<file path="src/rtl/munoc_ni_pkg.sv">
// Shared definitions for the network-interface injectors: link word layout,
// header field placement and the injector state encoding.
package munoc_ni_pkg;

  // Link word layout, as offsets above the phit payload:
  // {valid, head, tail, phit[BW_PHIT-1:0]}
  localparam int LINK_TAIL_OFS  = 0;
  localparam int LINK_HEAD_OFS  = 1;
  localparam int LINK_VALID_OFS = 2;

  // Header phit layout, LSB first: len, dest, src, qos; upper bits zero.
  localparam int HDR_LEN_LSB = 0;

  typedef enum logic [0:0] {
    ST_IDLE = 1'b0,
    ST_BODY = 1'b1
  } ni_state_e;

  // Width of one link word for a given phit width.
  function automatic int bw_link(input int bw_phit);
    return bw_phit + 3;
  endfunction

  function automatic int hdr_dest_lsb(input int bw_len);
    return HDR_LEN_LSB + bw_len;
  endfunction

  function automatic int hdr_src_lsb(input int bw_len, input int bw_node_id);
    return HDR_LEN_LSB + bw_len + bw_node_id;
  endfunction

  function automatic int hdr_qos_lsb(input int bw_len, input int bw_node_id);
    return HDR_LEN_LSB + bw_len + 2 * bw_node_id;
  endfunction

endpackage

</file>
<file path="src/rtl/munoc_link_output_register.sv">
// One-entry valid/ready link output stage. A loaded word stays bit-stable
// until the downstream side accepts it; a new word may load in the same cycle
// the current one is accepted, giving one phit per cycle at full rate.
module munoc_link_output_register
  import munoc_ni_pkg::*;
#(
  parameter int BW_PHIT = 32
) (
  input  logic                        clk,
  input  logic                        rst,
  input  logic                        load,
  input  logic                        load_head,
  input  logic                        load_tail,
  input  logic [BW_PHIT-1:0]          load_phit,
  input  logic                        link_ready,
  output logic                        load_ok,
  output logic [bw_link(BW_PHIT)-1:0] link_out
);

  localparam int BW_L      = bw_link(BW_PHIT);
  localparam int VALID_POS = BW_PHIT + LINK_VALID_OFS;
  localparam int HEAD_POS  = BW_PHIT + LINK_HEAD_OFS;
  localparam int TAIL_POS  = BW_PHIT + LINK_TAIL_OFS;

  logic [BW_L-1:0] link_r;
  logic [BW_L-1:0] next_word_s;

  // The register can take a new word when empty or when its word leaves now.
  assign load_ok  = !link_r[VALID_POS] || link_ready;
  assign link_out = link_r;

  // Assemble the link word that a load would store.
  always_comb begin
    next_word_s                = '0;
    next_word_s[BW_PHIT-1:0]   = load_phit;
    next_word_s[TAIL_POS]      = load_tail;
    next_word_s[HEAD_POS]      = load_head;
    next_word_s[VALID_POS]     = 1'b1;
  end

  // Hold until accepted; clear to all-zero once accepted with nothing new.
  always_ff @(posedge clk or posedge rst) begin
    if (rst) begin
      link_r <= '0;
    end else if (load && load_ok) begin
      link_r <= next_word_s;
    end else if (link_r[VALID_POS] && link_ready) begin
      link_r <= '0;
    end else begin
      link_r <= link_r;
    end
  end

endmodule

</file>
<file path="src/rtl/munoc_packet_injector.sv">
// Source-side packet injector: turns a command plus write-data beats into a
// header phit followed by LSB-first payload slices on one router input link.
module munoc_packet_injector
  import munoc_ni_pkg::*;
#(
  parameter int BW_PHIT    = 32,
  parameter int BW_DATA    = 64,
  parameter int BW_NODE_ID = 4,
  parameter int BW_QOS     = 2,
  parameter int BW_LEN     = 4,
  parameter int NODE_ID    = 0
) (
  input  logic                  clk,
  input  logic                  rstpp,
  input  logic                  cmd_valid,
  output logic                  cmd_ready,
  input  logic [BW_NODE_ID-1:0] cmd_dest,
  input  logic [BW_QOS-1:0]     cmd_qos,
  input  logic [BW_LEN-1:0]     cmd_len,
  input  logic                  wdata_valid,
  output logic                  wdata_ready,
  input  logic [BW_DATA-1:0]    wdata,
  output logic [BW_PHIT+2:0]    link_out,
  input  logic                  link_ready,
  output logic                  busy
);

  localparam int PPB       = BW_DATA / BW_PHIT;
  localparam int PIDX_W    = (PPB > 1) ? $clog2(PPB) : 1;
  localparam int DEST_LSB  = hdr_dest_lsb(BW_LEN);
  localparam int SRC_LSB   = hdr_src_lsb(BW_LEN, BW_NODE_ID);
  localparam int QOS_LSB   = hdr_qos_lsb(BW_LEN, BW_NODE_ID);
  localparam int VALID_POS = BW_PHIT + LINK_VALID_OFS;

  // Parameter sanity: the header must fit in one phit and beats must split
  // evenly into phits.
  if (2 * BW_NODE_ID + BW_QOS + BW_LEN > BW_PHIT) begin : g_hdr_fit_chk
    $error("munoc_packet_injector: header fields do not fit in BW_PHIT");
  end
  if ((BW_DATA % BW_PHIT) != 0 || BW_DATA < BW_PHIT) begin : g_ppb_chk
    $error("munoc_packet_injector: BW_DATA must be a multiple of BW_PHIT");
  end

  ni_state_e            state_r;
  ni_state_e            next_state_s;
  logic [BW_LEN-1:0]    len_r;
  logic [BW_LEN-1:0]    beat_cnt_r;
  logic [PIDX_W-1:0]    phit_idx_r;

  logic                 load_ok_s;
  logic                 load_s;
  logic                 head_s;
  logic                 tail_s;
  logic [BW_PHIT-1:0]   phit_s;
  logic [BW_PHIT-1:0]   header_s;
  logic                 cmd_ready_s;
  logic                 wdata_ready_s;
  logic                 cmd_hs_s;
  logic                 body_load_s;
  logic                 last_slice_s;
  logic                 last_beat_s;
  logic [BW_PHIT-1:0]   slice_s [PPB];

  // Split the current beat into its phit-sized slices.
  for (genvar g = 0; g < PPB; g++) begin : g_slice
    assign slice_s[g] = wdata[g*BW_PHIT +: BW_PHIT];
  end

  // Build the header phit from the presented command.
  always_comb begin
    header_s                               = '0;
    header_s[HDR_LEN_LSB +: BW_LEN]        = cmd_len;
    header_s[DEST_LSB +: BW_NODE_ID]       = cmd_dest;
    header_s[SRC_LSB +: BW_NODE_ID]        = BW_NODE_ID'(NODE_ID);
    header_s[QOS_LSB +: BW_QOS]            = cmd_qos;
  end

  assign last_slice_s = (phit_idx_r == PIDX_W'(PPB - 1));
  assign last_beat_s  = (beat_cnt_r == (len_r - BW_LEN'(1)));

  // Next state, output-register load selection and handshake readies.
  always_comb begin
    next_state_s  = state_r;
    load_s        = 1'b0;
    head_s        = 1'b0;
    tail_s        = 1'b0;
    phit_s        = '0;
    cmd_ready_s   = 1'b0;
    wdata_ready_s = 1'b0;
    cmd_hs_s      = 1'b0;
    body_load_s   = 1'b0;
    case (state_r)
      ST_IDLE: begin
        cmd_ready_s = load_ok_s && !rstpp;
        if (cmd_valid && cmd_ready_s) begin
          cmd_hs_s = 1'b1;
          load_s   = 1'b1;
          head_s   = 1'b1;
          tail_s   = (cmd_len == BW_LEN'(0));
          phit_s   = header_s;
          if (cmd_len != BW_LEN'(0)) begin
            next_state_s = ST_BODY;
          end else begin
            next_state_s = ST_IDLE;
          end
        end else begin
          next_state_s = ST_IDLE;
        end
      end
      ST_BODY: begin
        if (wdata_valid && load_ok_s) begin
          body_load_s   = 1'b1;
          load_s        = 1'b1;
          phit_s        = slice_s[phit_idx_r];
          tail_s        = last_beat_s && last_slice_s;
          wdata_ready_s = last_slice_s && !rstpp;
          if (last_beat_s && last_slice_s) begin
            next_state_s = ST_IDLE;
          end else begin
            next_state_s = ST_BODY;
          end
        end else begin
          next_state_s = ST_BODY;
        end
      end
      default: begin
        next_state_s = ST_IDLE;
      end
    endcase
  end

  // State register plus packet length and beat/slice position counters.
  always_ff @(posedge clk or posedge rstpp) begin
    if (rstpp) begin
      state_r    <= ST_IDLE;
      len_r      <= '0;
      beat_cnt_r <= '0;
      phit_idx_r <= '0;
    end else begin
      state_r <= next_state_s;
      if (cmd_hs_s) begin
        len_r      <= cmd_len;
        beat_cnt_r <= '0;
        phit_idx_r <= '0;
      end else if (body_load_s) begin
        len_r <= len_r;
        if (last_slice_s && last_beat_s) begin
          beat_cnt_r <= '0;
          phit_idx_r <= '0;
        end else if (last_slice_s) begin
          beat_cnt_r <= beat_cnt_r + BW_LEN'(1);
          phit_idx_r <= '0;
        end else begin
          beat_cnt_r <= beat_cnt_r;
          phit_idx_r <= phit_idx_r + PIDX_W'(1);
        end
      end else begin
        len_r      <= len_r;
        beat_cnt_r <= beat_cnt_r;
        phit_idx_r <= phit_idx_r;
      end
    end
  end

  munoc_link_output_register #(
    .BW_PHIT (BW_PHIT)
  ) u_link_reg (
    .clk        (clk),
    .rst        (rstpp),
    .load       (load_s),
    .load_head  (head_s),
    .load_tail  (tail_s),
    .load_phit  (phit_s),
    .link_ready (link_ready),
    .load_ok    (load_ok_s),
    .link_out   (link_out)
  );

  assign cmd_ready   = cmd_ready_s;
  assign wdata_ready = wdata_ready_s;
  assign busy        = (state_r != ST_IDLE) || link_out[VALID_POS];

endmodule

</file>
<file path="config.mk">
export PLATFORM = sky130hd
export DESIGN_NAME = munoc_packet_injector
export DESIGN_NICKNAME = d
export VERILOG_FILES = /design/src/rtl/munoc_ni_pkg.sv /design/src/rtl/munoc_link_output_register.sv /design/src/rtl/munoc_packet_injector.sv
export SDC_FILE = /design/constraint.sdc
export NUM_CORES = 1
export LEC_CHECK = 0
export CORE_MARGIN = 2
export CORE_UTILIZATION = 40
export DETAILED_ROUTE_END_ITERATION = 10
export MAX_ROUTING_LAYER = met4
export PLACE_DENSITY = 0.78
export SYNTH_ARGS = -nofsm -noshare
export SYNTH_HDL_FRONTEND = slang
export SYNTH_SLANG_ARGS = --single-unit
</file>
<file path="constraint.sdc">
create_clock -name clk -period 1.91 [get_ports clk]
set_input_delay 0.191 -clock clk [delete_from_list [all_inputs] [get_ports clk]]
set_output_delay 0.191 -clock clk [all_outputs]
set_load 0.03 [all_outputs]
</file>
==> out/metrics.csv <==
stage,metric,value,unit
die,row cnt,27,
sta,Slew HR,42.4,%
power_and_ir_drop,peak supply drop,0.000802,V
logic_synthesis,Synth area leader,dfrtp_1,
logic_synthesis,Synth top cells by count,"dfrtp_1 (45), nand2_1 (38), mux2i_1 (32), o21ai_1 (25), nor2_1 (9)",
global_routing,largest net degree at the start of global routing,24,
route,DR pass1 iterations,4,
logic_synthesis,ys flop type,dfrtp_1,
critical_path,Startpoint Class,flop,
global_routing,gr ovfl total,0,
cells_and_area,final net count,422,
critical_path,"Arr. time, crit path",2020,ps
die,Initial Utilization,41.2,%
cells_and_area,fin util,66.5,%
critical_path,crit-path cells,inv_1 -> ha_1 -> xor2_1 -> nand3_1 -> nor4_2 -> a211o_1,
logic_synthesis,Ys Warns,0,
route,DR iter-0 viols,83,
cts,Root Buffer,clkbuf_8,
route,Via Count,2062,
route,Remaining DRCs,0,
placement,HPWL after DPL,4820,um
critical_path,Critical Path RT,2150,ps
sta,Slew @ Worst Pin,860,ps
logic_synthesis,syn nets,297,
run,Max Cap Viol,0,
logic_synthesis,cells after synthesis,216,
power_and_ir_drop,pwr/cell area,1490,nW/um2
route,via-per-instance ratio,4.98,
sta,fin crit share,93.2,%
die,Die ar.,6290,um2
logic_synthesis,sequential share of the synthesized area,49.7,%
die,core footprint,5510,um2
critical_path,CP Capture Type,flop,
sta,Finish-stage setup viols,0,
route,met3 WL post-DR,421,um
placement,placer congestion estimate,0.803,
logic_synthesis,"EDFF count, synth",0,
sta,Fmax,0.562,GHz
global_routing,first-pass GRT wire length,9550,um
sta,clk_skew,9.54,ps
logic_synthesis,"Async S/R FF share, synth",100,%
sta,fin. max-slew vios,0,
logic_synthesis,top-area cell type share of the netlist area,49.7,%
die,die span in y,79.3,um
route,met2 WL,3230,um
logic_synthesis,largest cells by area after synthesis,"dfrtp_1 (50%), mux2i_1 (14%), nand2_1 (6.3%)",
sta,Fin Setup TNS,0,ps
route,Total Routed Length,6300,um
critical_path,worst path bufs/invs,1,
cells_and_area,Finished Cell Area,3660,um2
die,Ports,117,
logic_synthesis,Synth Cell Area,2270,um2
cells_and_area,# fillers,466,
placement,post-place setup slack,-207,ps
route,routed length per instance,15.2,um
sta,"Hold Vio Cnt, Final",0,
logic_synthesis,Yosys cell types,37,
critical_path,Critical Path Max Stage Delay,510,ps
critical_path,"Max FO, Critical Path",4,
cts,TritonCTS clock tree,yes,
critical_path,family with the most delay on the worst path,simple AND/OR/NAND/NOR gates,
cells_and_area,layout cells sized above 1,10.5,%
power_and_ir_drop,Tot Pwr,5.45,mW
route,Final ANT Viol Nets,0,
outcome,status,"complete, no violations",
critical_path,Critical Path Slowest Stage Cell,nor4_2,
min_path,hold crit path type,in -> async,
global_routing,Tot GR Track Use,20.3,%
sta,min Tclk post-route,1780,ps
global_routing,vias in the first global route,2009,
cells_and_area,Synth-to-Final Area Change,61.6,%
route,wire length on met1,2590,um
cts,clk sinks,45,
die,DIE WIDTH,79.3,um
cts,clock transition at the registers of the reported paths,90,ps
sta,RSZ-0062 raised after global routing,no,
cts,clk_lat worst skew,300,ps
placement,DP Area,3540,um2
sta,final setup margin,130,ps
power_and_ir_drop,Pleak,1.59,nW
placement,# port buffers,116,
cts,Clock Path Buffers,2,
route,top routing layer in use,met4,
cts,TritonCTS Buffers,5,
logic_synthesis,Syn Area/Cell,10.5,um2
cells_and_area,# diodes,0,
cts,H-tree depth,2,
logic_synthesis,top-count cell post-synth,dfrtp_1,
critical_path,critical path class,reg -> reg,
global_routing,antenna violations before repair,0,
logic_synthesis,synthesized flop and latch total,45,
[timing repair]
item | 4_1_cts | 5_1_grt
endpoints found under the hold margin | 0 | 0
buffers inserted | 0 | 0
gates resized for setup | 0 | 2
cloned | 0 | 1
setup endpoints to repair | 5 | 14
pin swaps | 0 | 1
hold buffers | 0 | 0
[power breakdown]
part	switching, mW	internal, mW
sequential	0.342	1.38
clock	0.316	0.327
combinational	1.70	1.39
total	2.36	3.10
[final timing paths]
| check | slack [ps] | to | depth (start not counted) | start |
|---|---|---|---|---|
| max | 130 | u_link_reg.link_out[32] | 6 | len_r[0] |
| min | 330 | u_link_reg.link_out[27] | 3 | rstpp |
| max reg2reg | 130 | u_link_reg.link_out[32] | 6 | len_r[0] |
| min reg2reg | 490 | u_link_reg.link_out[9] | 2 | u_link_reg.link_out[9] |
| max in group asynchronous | 1100 | u_link_reg.link_out[11] | 4 | rstpp |
| min in group clk | 490 | u_link_reg.link_out[9] | 2 | u_link_reg.link_out[9] |
[layout make-up]
cell class	instances	area [um2]	area share (%)
inverter	3	11.3	0.307
timing repair buffer	129	1270	34.6
clock inverter	1	5.00	0.137
tap	72	90.1	2.46
clock buffer	7	96.3	2.63
sequential	45	1130	30.8
multi-input combinational	157	1060	29.1
[state kept, by name, summed over array words and instances, names as in the netlist]
| register | cells |
|---|---|
| u_link_reg.link_out | 35 |
| last_slice_s | 1 |
| state_r | 1 |
| beat_cnt_r | 4 |
| len_r | 4 |
[routing by layer]
| metal | vias up | track usage (%) |
|---|---|---|
| met5 | - | - |
| met1 | 970 | 24.0 |
| li1 | 1019 | - |
| met4 | 0 | 6.90 |
| met2 | 68 | 33.5 |
| met3 | 5 | 5.57 |
[logic make-up after synthesis]
kind of cell             count (synthesis)  synth area share [%]
AND/OR/NAND/NOR                         72                  15.8
flip-flops                              45                  49.7
AO/OA/AOI/OAI                           43                  12.6
multiplexers                            32                  14.1
buffers and inverters                   15                  4.03
XOR/XNOR                                 7                  2.70
adder cells (fa/ha/maj)                  2                  1.10
[stage by stage]
stage | hold slack (ps) | cells
CTS | 332 | 413
floorplan | 315 | 216
global placement | 465 | 405
finish | 332 | 414
detailed placement | 474 | 405
global route | 349 | 414
[cells in the final DEF, fill, tap and decap left out, types with 2 or more instances in the layout]
cell type,Yosys,layout
nand2_1,38,38
or2_2,2,2
clkbuf_8,0,7
nand3_1,8,8
clkdlybuf4s50_1,0,113
o21ai_1,25,25
inv_1,3,2
or3b_1,2,2
nor2_1,9,9
xnor2_1,4,4
a21oi_1,2,2
ha_1,2,2
buf_4,0,14
nor3_1,2,2
a221o_1,6,6
o211ai_1,4,4
xor2_1,3,3
dfrtp_1,45,44
mux2i_1,32,32
[worst min-delay path, stage by stage]
cell and delay [ps]:
clkdlybuf4s50_1 440, buf_4 160, inv_2 240
No activity file was read; power rests on OpenSTA's default activity.
